### config.mk
export PLATFORM = sky130hd
export DESIGN_NAME = instr_encoder
export DESIGN_NICKNAME = d
export VERILOG_FILES = /design/src/rtl/instr_encoder.sv
export SDC_FILE = /design/constraint.sdc
export NUM_CORES = 1
export LEC_CHECK = 0
export BUFFER_PORTS_ARGS = -buffer_cell sky130_fd_sc_hd__buf_2
export CORE_MARGIN = 2
export CORE_UTILIZATION = 47
export DETAILED_ROUTE_END_ITERATION = 10
export PLACE_DENSITY = 0.87
export SYNTH_ARGS = -nofsm -noshare
export SYNTH_HDL_FRONTEND = slang
export SYNTH_SLANG_ARGS = --single-unit
export TNS_END_PERCENT = 5
### constraint.sdc
create_clock -name clk -period 2.1 [get_ports clk]
set_input_delay 0.105 -clock clk [delete_from_list [all_inputs] [get_ports clk]]
set_output_delay 0.105 -clock clk [all_outputs]
set_load 0.02 [all_outputs]
### src/rtl/instr_encoder.sv
// -----------------------------------------------------------------------------
// instr_encoder
//   Instruction encoder/loader. Accepts symbolic instruction requests over a
//   valid/ready handshake, encodes each into a 32-bit MIPS-Extended word and
//   writes the words sequentially into instruction memory through a registered
//   write port. A start pulse opens a new load session at address 0.
//
// Ports
//   clk            clock, all state updates on the rising edge
//   reset          synchronous active-high reset
//   start          pulse: open a new load session at address 0
//   in_valid       request valid
//   in_ready       request accepted when in_valid & in_ready at a rising edge
//   in_kind        0=RTYPE 1=LW 2=SW 3=BEQ 4=RTR 5=JRX, 6/7 illegal
//   in_rs/rt/rd    register fields
//   in_shamt       shift amount (RTYPE)
//   in_funct       funct field (RTYPE)
//   in_imm         immediate/offset (LW/SW/BEQ)
//   imem_we        one-cycle write strobe
//   imem_addr      write word address
//   imem_wdata     encoded instruction
//   count          words written this session
//   full           count == DEPTH
//   err            sticky illegal-kind flag
// -----------------------------------------------------------------------------
module instr_encoder #(
    parameter int ADDR_W = 8,
    parameter int DEPTH  = 256
) (
    input  logic              clk,
    input  logic              reset,
    input  logic              start,
    input  logic              in_valid,
    output logic              in_ready,
    input  logic [2:0]        in_kind,
    input  logic [4:0]        in_rs,
    input  logic [4:0]        in_rt,
    input  logic [4:0]        in_rd,
    input  logic [4:0]        in_shamt,
    input  logic [5:0]        in_funct,
    input  logic [15:0]       in_imm,
    output logic              imem_we,
    output logic [ADDR_W-1:0] imem_addr,
    output logic [31:0]       imem_wdata,
    output logic [ADDR_W:0]   count,
    output logic              full,
    output logic              err
);

    typedef enum logic [1:0] {
        S_IDLE = 2'd0,
        S_RUN  = 2'd1,
        S_FULL = 2'd2,
        S_ERR  = 2'd3
    } state_t;

    localparam logic [ADDR_W:0] DEPTH_C = (ADDR_W + 1)'(DEPTH);

    state_t              state_q, state_d;
    logic                we_q, we_d;
    logic [ADDR_W-1:0]   addr_q, addr_d;
    logic [31:0]         wdata_q, wdata_d;
    logic [ADDR_W:0]     count_q, count_d;
    logic                full_q, full_d;
    logic                err_q, err_d;

    logic                accept;
    logic                legal;
    logic [31:0]         enc_word;
    logic [ADDR_W:0]     count_inc;

    // Ready depends only on registered state and start, never on in_valid.
    assign in_ready  = (state_q == S_RUN) && !start;
    assign accept    = in_valid && in_ready;
    assign count_inc = count_q + 1'b1;

    // Encoder: pure function of the request fields.
    always_comb begin
        enc_word = 32'h0;
        legal    = 1'b1;
        unique case (in_kind)
            3'd0: enc_word = {6'b000000, in_rs, in_rt, in_rd, in_shamt, in_funct};
            3'd1: enc_word = {6'b100011, in_rs, in_rt, in_imm};
            3'd2: enc_word = {6'b101011, in_rs, in_rt, in_imm};
            3'd3: enc_word = {6'b000100, in_rs, in_rt, in_imm};
            // RTR and JRX are fixed-funct R-format forms; unused fields zeroed.
            3'd4: enc_word = {6'b000000, in_rs, in_rt, in_rd, 5'b00000, 6'b010110};
            3'd5: enc_word = {6'b000000, in_rs, 15'b0, 6'b101101};
            default: legal = 1'b0;
        endcase
    end

    // Next-state and output-register logic.
    always_comb begin
        state_d = state_q;
        we_d    = 1'b0;
        addr_d  = addr_q;
        wdata_d = wdata_q;
        count_d = count_q;
        full_d  = full_q;
        err_d   = err_q;

        // start wins over everything in every state, including mid-load.
        if (start) begin
            state_d = S_RUN;
            count_d = '0;
            full_d  = 1'b0;
            err_d   = 1'b0;
        end else begin
            unique case (state_q)
                S_RUN: begin
                    if (accept) begin
                        if (legal) begin
                            we_d    = 1'b1;
                            addr_d  = count_q[ADDR_W-1:0];
                            wdata_d = enc_word;
                            count_d = count_inc;
                            if (count_inc == DEPTH_C) begin
                                state_d = S_FULL;
                                full_d  = 1'b1;
                            end
                        end else begin
                            state_d = S_ERR;
                            err_d   = 1'b1;
                        end
                    end
                end
                default: ;
            endcase
        end
    end

    always_ff @(posedge clk) begin
        if (reset) begin
            state_q <= S_IDLE;
            we_q    <= 1'b0;
            addr_q  <= '0;
            wdata_q <= '0;
            count_q <= '0;
            full_q  <= 1'b0;
            err_q   <= 1'b0;
        end else begin
            state_q <= state_d;
            we_q    <= we_d;
            addr_q  <= addr_d;
            wdata_q <= wdata_d;
            count_q <= count_d;
            full_q  <= full_d;
            err_q   <= err_d;
        end
    end

    assign imem_we    = we_q;
    assign imem_addr  = addr_q;
    assign imem_wdata = wdata_q;
    assign count      = count_q;
    assign full       = full_q;
    assign err        = err_q;

endmodule
Word-level counts from Yosys, hierarchy flattened
Index checks and enable logic that the tools add are counted.
{"block": "totals", "register_bits": 54, "input_bits": 49, "output_inout_bits": 53, "elab_cells": 45}
{"block": "op_classes", "add_sub_neg": 1, "eq_ne": 9, "n_mux": 8, "bitwise": 4, "n_reduce_logical": 15}
{"cell": "$pmux 32 s6", "n": 1}
{"cell": "$reduce_and 3->1", "n": 4}
{"cell": "$add 9x1->9 const B", "n": 1}
{"cell": "$eq 9x9->1 const B", "n": 1}
{"cell": "$reduce_and 4->1", "n": 2}
{"cell": "$eq 3x2->1 const B", "n": 2}
{"cell": "$eq 3x3->1 const B", "n": 2}
{"cell": "$reduce_or 6->1", "n": 1}
{"cell": "$mux 1", "n": 5}
{"cell": "$mux 2", "n": 2}
{"cell": "$not 1->1", "n": 4}
{"cell": "$reduce_bool 2->1", "n": 2}
{"cell": "$reduce_or 4->1", "n": 1}
{"cell": "$eq 3x1->1 const B", "n": 1}
{"cell": "$logic_not 3->1", "n": 1}
{"cell": "$ne 3x2->1 const B", "n": 1}
{"cell": "$eq 2x1->1 const B", "n": 1}
{"cell": "$logic_and 1x1->1", "n": 2}
{"cell": "$ne 2x1->1 const B", "n": 1}
{"cell": "$reduce_or 2->1", "n": 1}
{"cell": "$logic_not 1->1", "n": 1}

Logic depth before layout (Yosys ltp)
{"block": "depth", "word_depth": 7, "depth_mapped": 7, "ltp_nobuf": 5}

Worst setup path after synthesis
No wires, ideal clock.
{"block": "synth_path", "kind": "flip-flop to flip-flop", "from": "reg count_q[0], in the netlist count[0]", "to": "reg state_q[0]", "setup_ns": 0.120, "t_arrival_ns": 1.643, "t_required_ns": 1.980, "slack_ns": 0.337, "stages_incl_launch_ff": 6, "n_path_buf": 0, "period_less_slack_ns": 1.763, "path_cell_list": "dfxtp_1 -> ha_1 -> xor2_1 -> nand2_1 -> o32a_1 -> o31a_1"}
{"block": "synth_via", "elab_chain_cells": 4}
{"item": "from (decl)", "line_no": "63", "rtl": "logic [ADDR_W:0] count_q, count_d;"}
{"item": "from (signal assigned)", "line_no": "147", "rtl": "count_q <= count_d;"}
{"item": "$add 9x1->9", "line_no": "75", "rtl": "assign count_inc = count_q + 1'b1;"}
{"item": "$eq 9x9->1", "line_no": "118", "rtl": "if (count_inc == DEPTH_C) begin"}
{"item": "$ne 3x2->1 (no line)"}
{"item": "$reduce_and 3->1 (no line)"}
{"item": "to (signal assigned)", "line_no": "143", "rtl": "state_q <= state_d;"}
{"item": "to (decl)", "line_no": "59", "rtl": "state_t state_q, state_d;"}
No other way between the ends.
A chain may end at the register's enable or synchronous reset.

Worst setup path after layout
{"block": "layout_path", "from": "reg count_q[1], in the netlist count[1]", "to": "reg state_q[1]"}
{"block": "layout_via", "elab_chain_cells": 4}
{"item": "$add 9x1->9", "line_no": "75"}
{"item": "$eq 9x9->1", "line_no": "118"}
{"item": "$ne 2x1->1 (no line)"}
{"item": "$reduce_and 3->1 (no line)"}
No other way between the ends.

==> results.ini <==
[status]
outcome=finished clean

[timing]
maxSlewViolCount=0
finalClockSkew_ps=7.149
finalCritPeriodShare_pct=82.81
post-route-worst-setup-slack_ps=360.9
rsz0062_at_grt=false
finalSetupViolations=0
fmax_mhz=575.0
setup-tns-final_ps=0
report.final.hold_viol_count=0
min_tclk_post_route_ps=1739

[synth]
cell_accounting_for_the_most_synthesized_area=dfxtp_1
yosysWarningCount=0
syn-num-nets=333
synth-seq-area-share_pct=43.85
synth.distinct_cells=46
synth.area.top_cells=dfxtp_1 (44%), nand2_1 (6.8%), nor2_1 (5.6%)
synthesis.instances=282
synth.ff_latch_count=51
synth_area_um2=2328
synth-async-reset-ratio_pct=0
postSynth.topFlopCell=dfxtp_1
post_synth.cell_area_avg_um2=8.257
synth-edff-count=0
yosys.area.top_type_share_pct=43.85

[power_and_ir_drop]
ir_worst_vdd_v=0.0004209
power.density_cell_area_nw_per_um2=589.8
total_leakage_power_uw=0.001274

[clock_network]
number_of_buffers_created_by_cts=5
cts_setup_buffers=0
root_buffer=clkbuf_8
cts_tree=done
hold_buffers=0
cts_sink_count=51
post_cts_resize_count=0
cts_max_path_buffers=2
clock_tree.htree_level_count=2
clock_pin_slew_on_the_worst_setup_and_hold_paths_ps=90
clock_insertion_delay_worst_skew_ps=300

[worst_setup_path]
cp.required_ps=2310
crit-reg2reg-capture=state_q[1]
r2r_slack_ps=360
timing.critical_path.to_type=flop
r2r_start=count[1]
critical_path.max_fanout=9
rr_worst_depth=5
worst_ep_arrival_time_ps=1950
worst_setup_path_start_kind=flop
path_class=flop to flop

[floorplan]
die_h_um=74.39
die_footprint_um2=5533
fp-row-count=25
die_width_um=74.39
boundaryPins=102
initial_core_util_pct=48.97
core_area_um2=4755

[global_routing]
first_global_vias=2132
grt_overflow_total=0
grt_first_pass_wirelength_um=9287
number_of_antenna_violations_at_the_first_check_in_global_routing=0
groute.usage.overall_pct=21.44
maximum_number_of_pins_on_one_net_before_global_route_repair=40

[routing]
drt_first_pass_iters=4
route.final.wire_length_um=5868
vias_per_cell=5.197
drcViolationCount=0
detail_route.iter0.violations=92
vias=2292
ant_nets=0
routedWlPerCell_um=13.31

[finish]
fill_cells=439
final_net_count=424
area_delta_synth_final_pct=26.76
drive_gt1_share_pct=32.35
antenna-diode-count=0
design_area_um2=2952

[worst_hold_path]
hold_path.class=input port to flop
min_delay_path_depth=3
min-delay-start=in_rs[3]
hold_end=imem_wdata[24]

[place]
dp_worst_setup_slack_ps=392.9
io_buffer_count=100
placed_area_um2=2867
hpwlAfterDp_um=4306
gp_congestion=0.9411

[run]
max_cap_violations=0

[how the worst max path moves through the flow]
stage | from | end | slack (ps) | cells after the start
after floorplan | count[0] | state_q[0] | 340 | 5
after global placement | count[1] | state_q[0] | 440 | 5
after detailed placement | count[1] | state_q[0] | 390 | 5
after CTS | count[1] | state_q[1] | 370 | 5
after global routing | count[1] | state_q[1] | 240 | 5
final | count[1] | state_q[1] | 360 | 5
[sequential cells by signal (all words and copies together) (netlist names)]
name,cells
full,1
imem_addr,8
state_q,2
imem_we,1
count,9
err,1
imem_wdata,29
[cells by family after synthesis]
family / Yosys count / synth area share, %
compound gates: 59 / 16.87
simple gates: 126 / 26.06
flops: 51 / 43.85
xor+xnor: 10 / 3.761
fa+ha+maj: 2 / 1.075
other cells: 1 / 0.1610
mux: 5 / 2.149
buf+inv: 28 / 6.072
[worst max-delay path, stage by stage, from the launching register on]
cell and delay (ps):
dfxtp_1 480, ha_1 300, nand2_1 170, a211oi_1 250, o32ai_1 160, o32ai_1 300
[metal layers]
metal,wire (µm),vias to the layer above,global-route usage [%]
li1,-,1154,-
met1,2465,1040,25.76
met2,2877,91,37.07
met3,439,7,3.523
met4,86,0,10.52
met5,0,-,0
[synthesized netlist by cell type (all sizes together) (5+ instances only)]
| master | number |
|---|---|
| dfxtp | 51 |
| nor3b | 6 |
| nand2 | 43 |
| nor2 | 36 |
| xnor2 | 6 |
| or3 | 5 |
| buf | 17 |
| a21oi | 22 |
| nand3 | 6 |
| a211oi | 9 |
| nor3 | 9 |
| a22oi | 6 |
| mux2i | 5 |
| clkbuf | 9 |
| nor2b | 5 |
[per-stage QoR]
stage / cells / hold slack [ps] / util [%] / total power [µW]
2_1_floorplan: 282 / 241.0 / - / 1142
3_3_place_gp: 433 / 340.4 / 60.29 / 1221
3_5_place_dp: 433 / 354.0 / 60.29 / 1228
4_1_cts: 441 / 30.99 / 62.08 / 1765
5_1_grt: 441 / 35.65 / 62.08 / 1827
6_report: 441 / 39.74 / 62.08 / 1741
[area by class of cell]
class	instances	area, µm²	share of cell area [%]
sequential	51	1021	34.59
tap	67	83.83	2.840
clock inverter	2	12.51	0.4239
timing repair buffer	110	588.1	19.92
multi-input combinational	203	1166	39.51
inverter	2	7.507	0.2543
clock buffer	6	72.57	2.459
[cells in the final DEF (no fill, tap or decap), types with 2 or more instances in the layout]
master / count
buf_2: 100
a32oi_1: 2
o22ai_1: 3
or3_1: 5
a21oi_1: 22
a311oi_1: 2
nand2_1: 42
dfxtp_1: 51
nand3_1: 6
and3_1: 2
o32ai_1: 2
nor4_1: 4
a211oi_1: 9
nor2_1: 35
xor2_1: 4
a2bb2oi_1: 3
nor2b_1: 5
buf_4: 9
clkbuf_8: 5
o21ai_0: 3
ha_1: 2
o31ai_1: 2
nor3_1: 9
xnor2_1: 6
a22oi_1: 6
inv_1: 2
mux2i_1: 5
nor3b_1: 6
[power breakdown]
part / total, µW / leakage (µW) / internal (µW) / switching [µW]
sequential: 992 / 0.000412 / 983 / 9.03
clock: 537 / 0.0000412 / 233 / 304
combinational: 212 / 0.000821 / 90.2 / 122
Power figures use the tool's default switching activity.
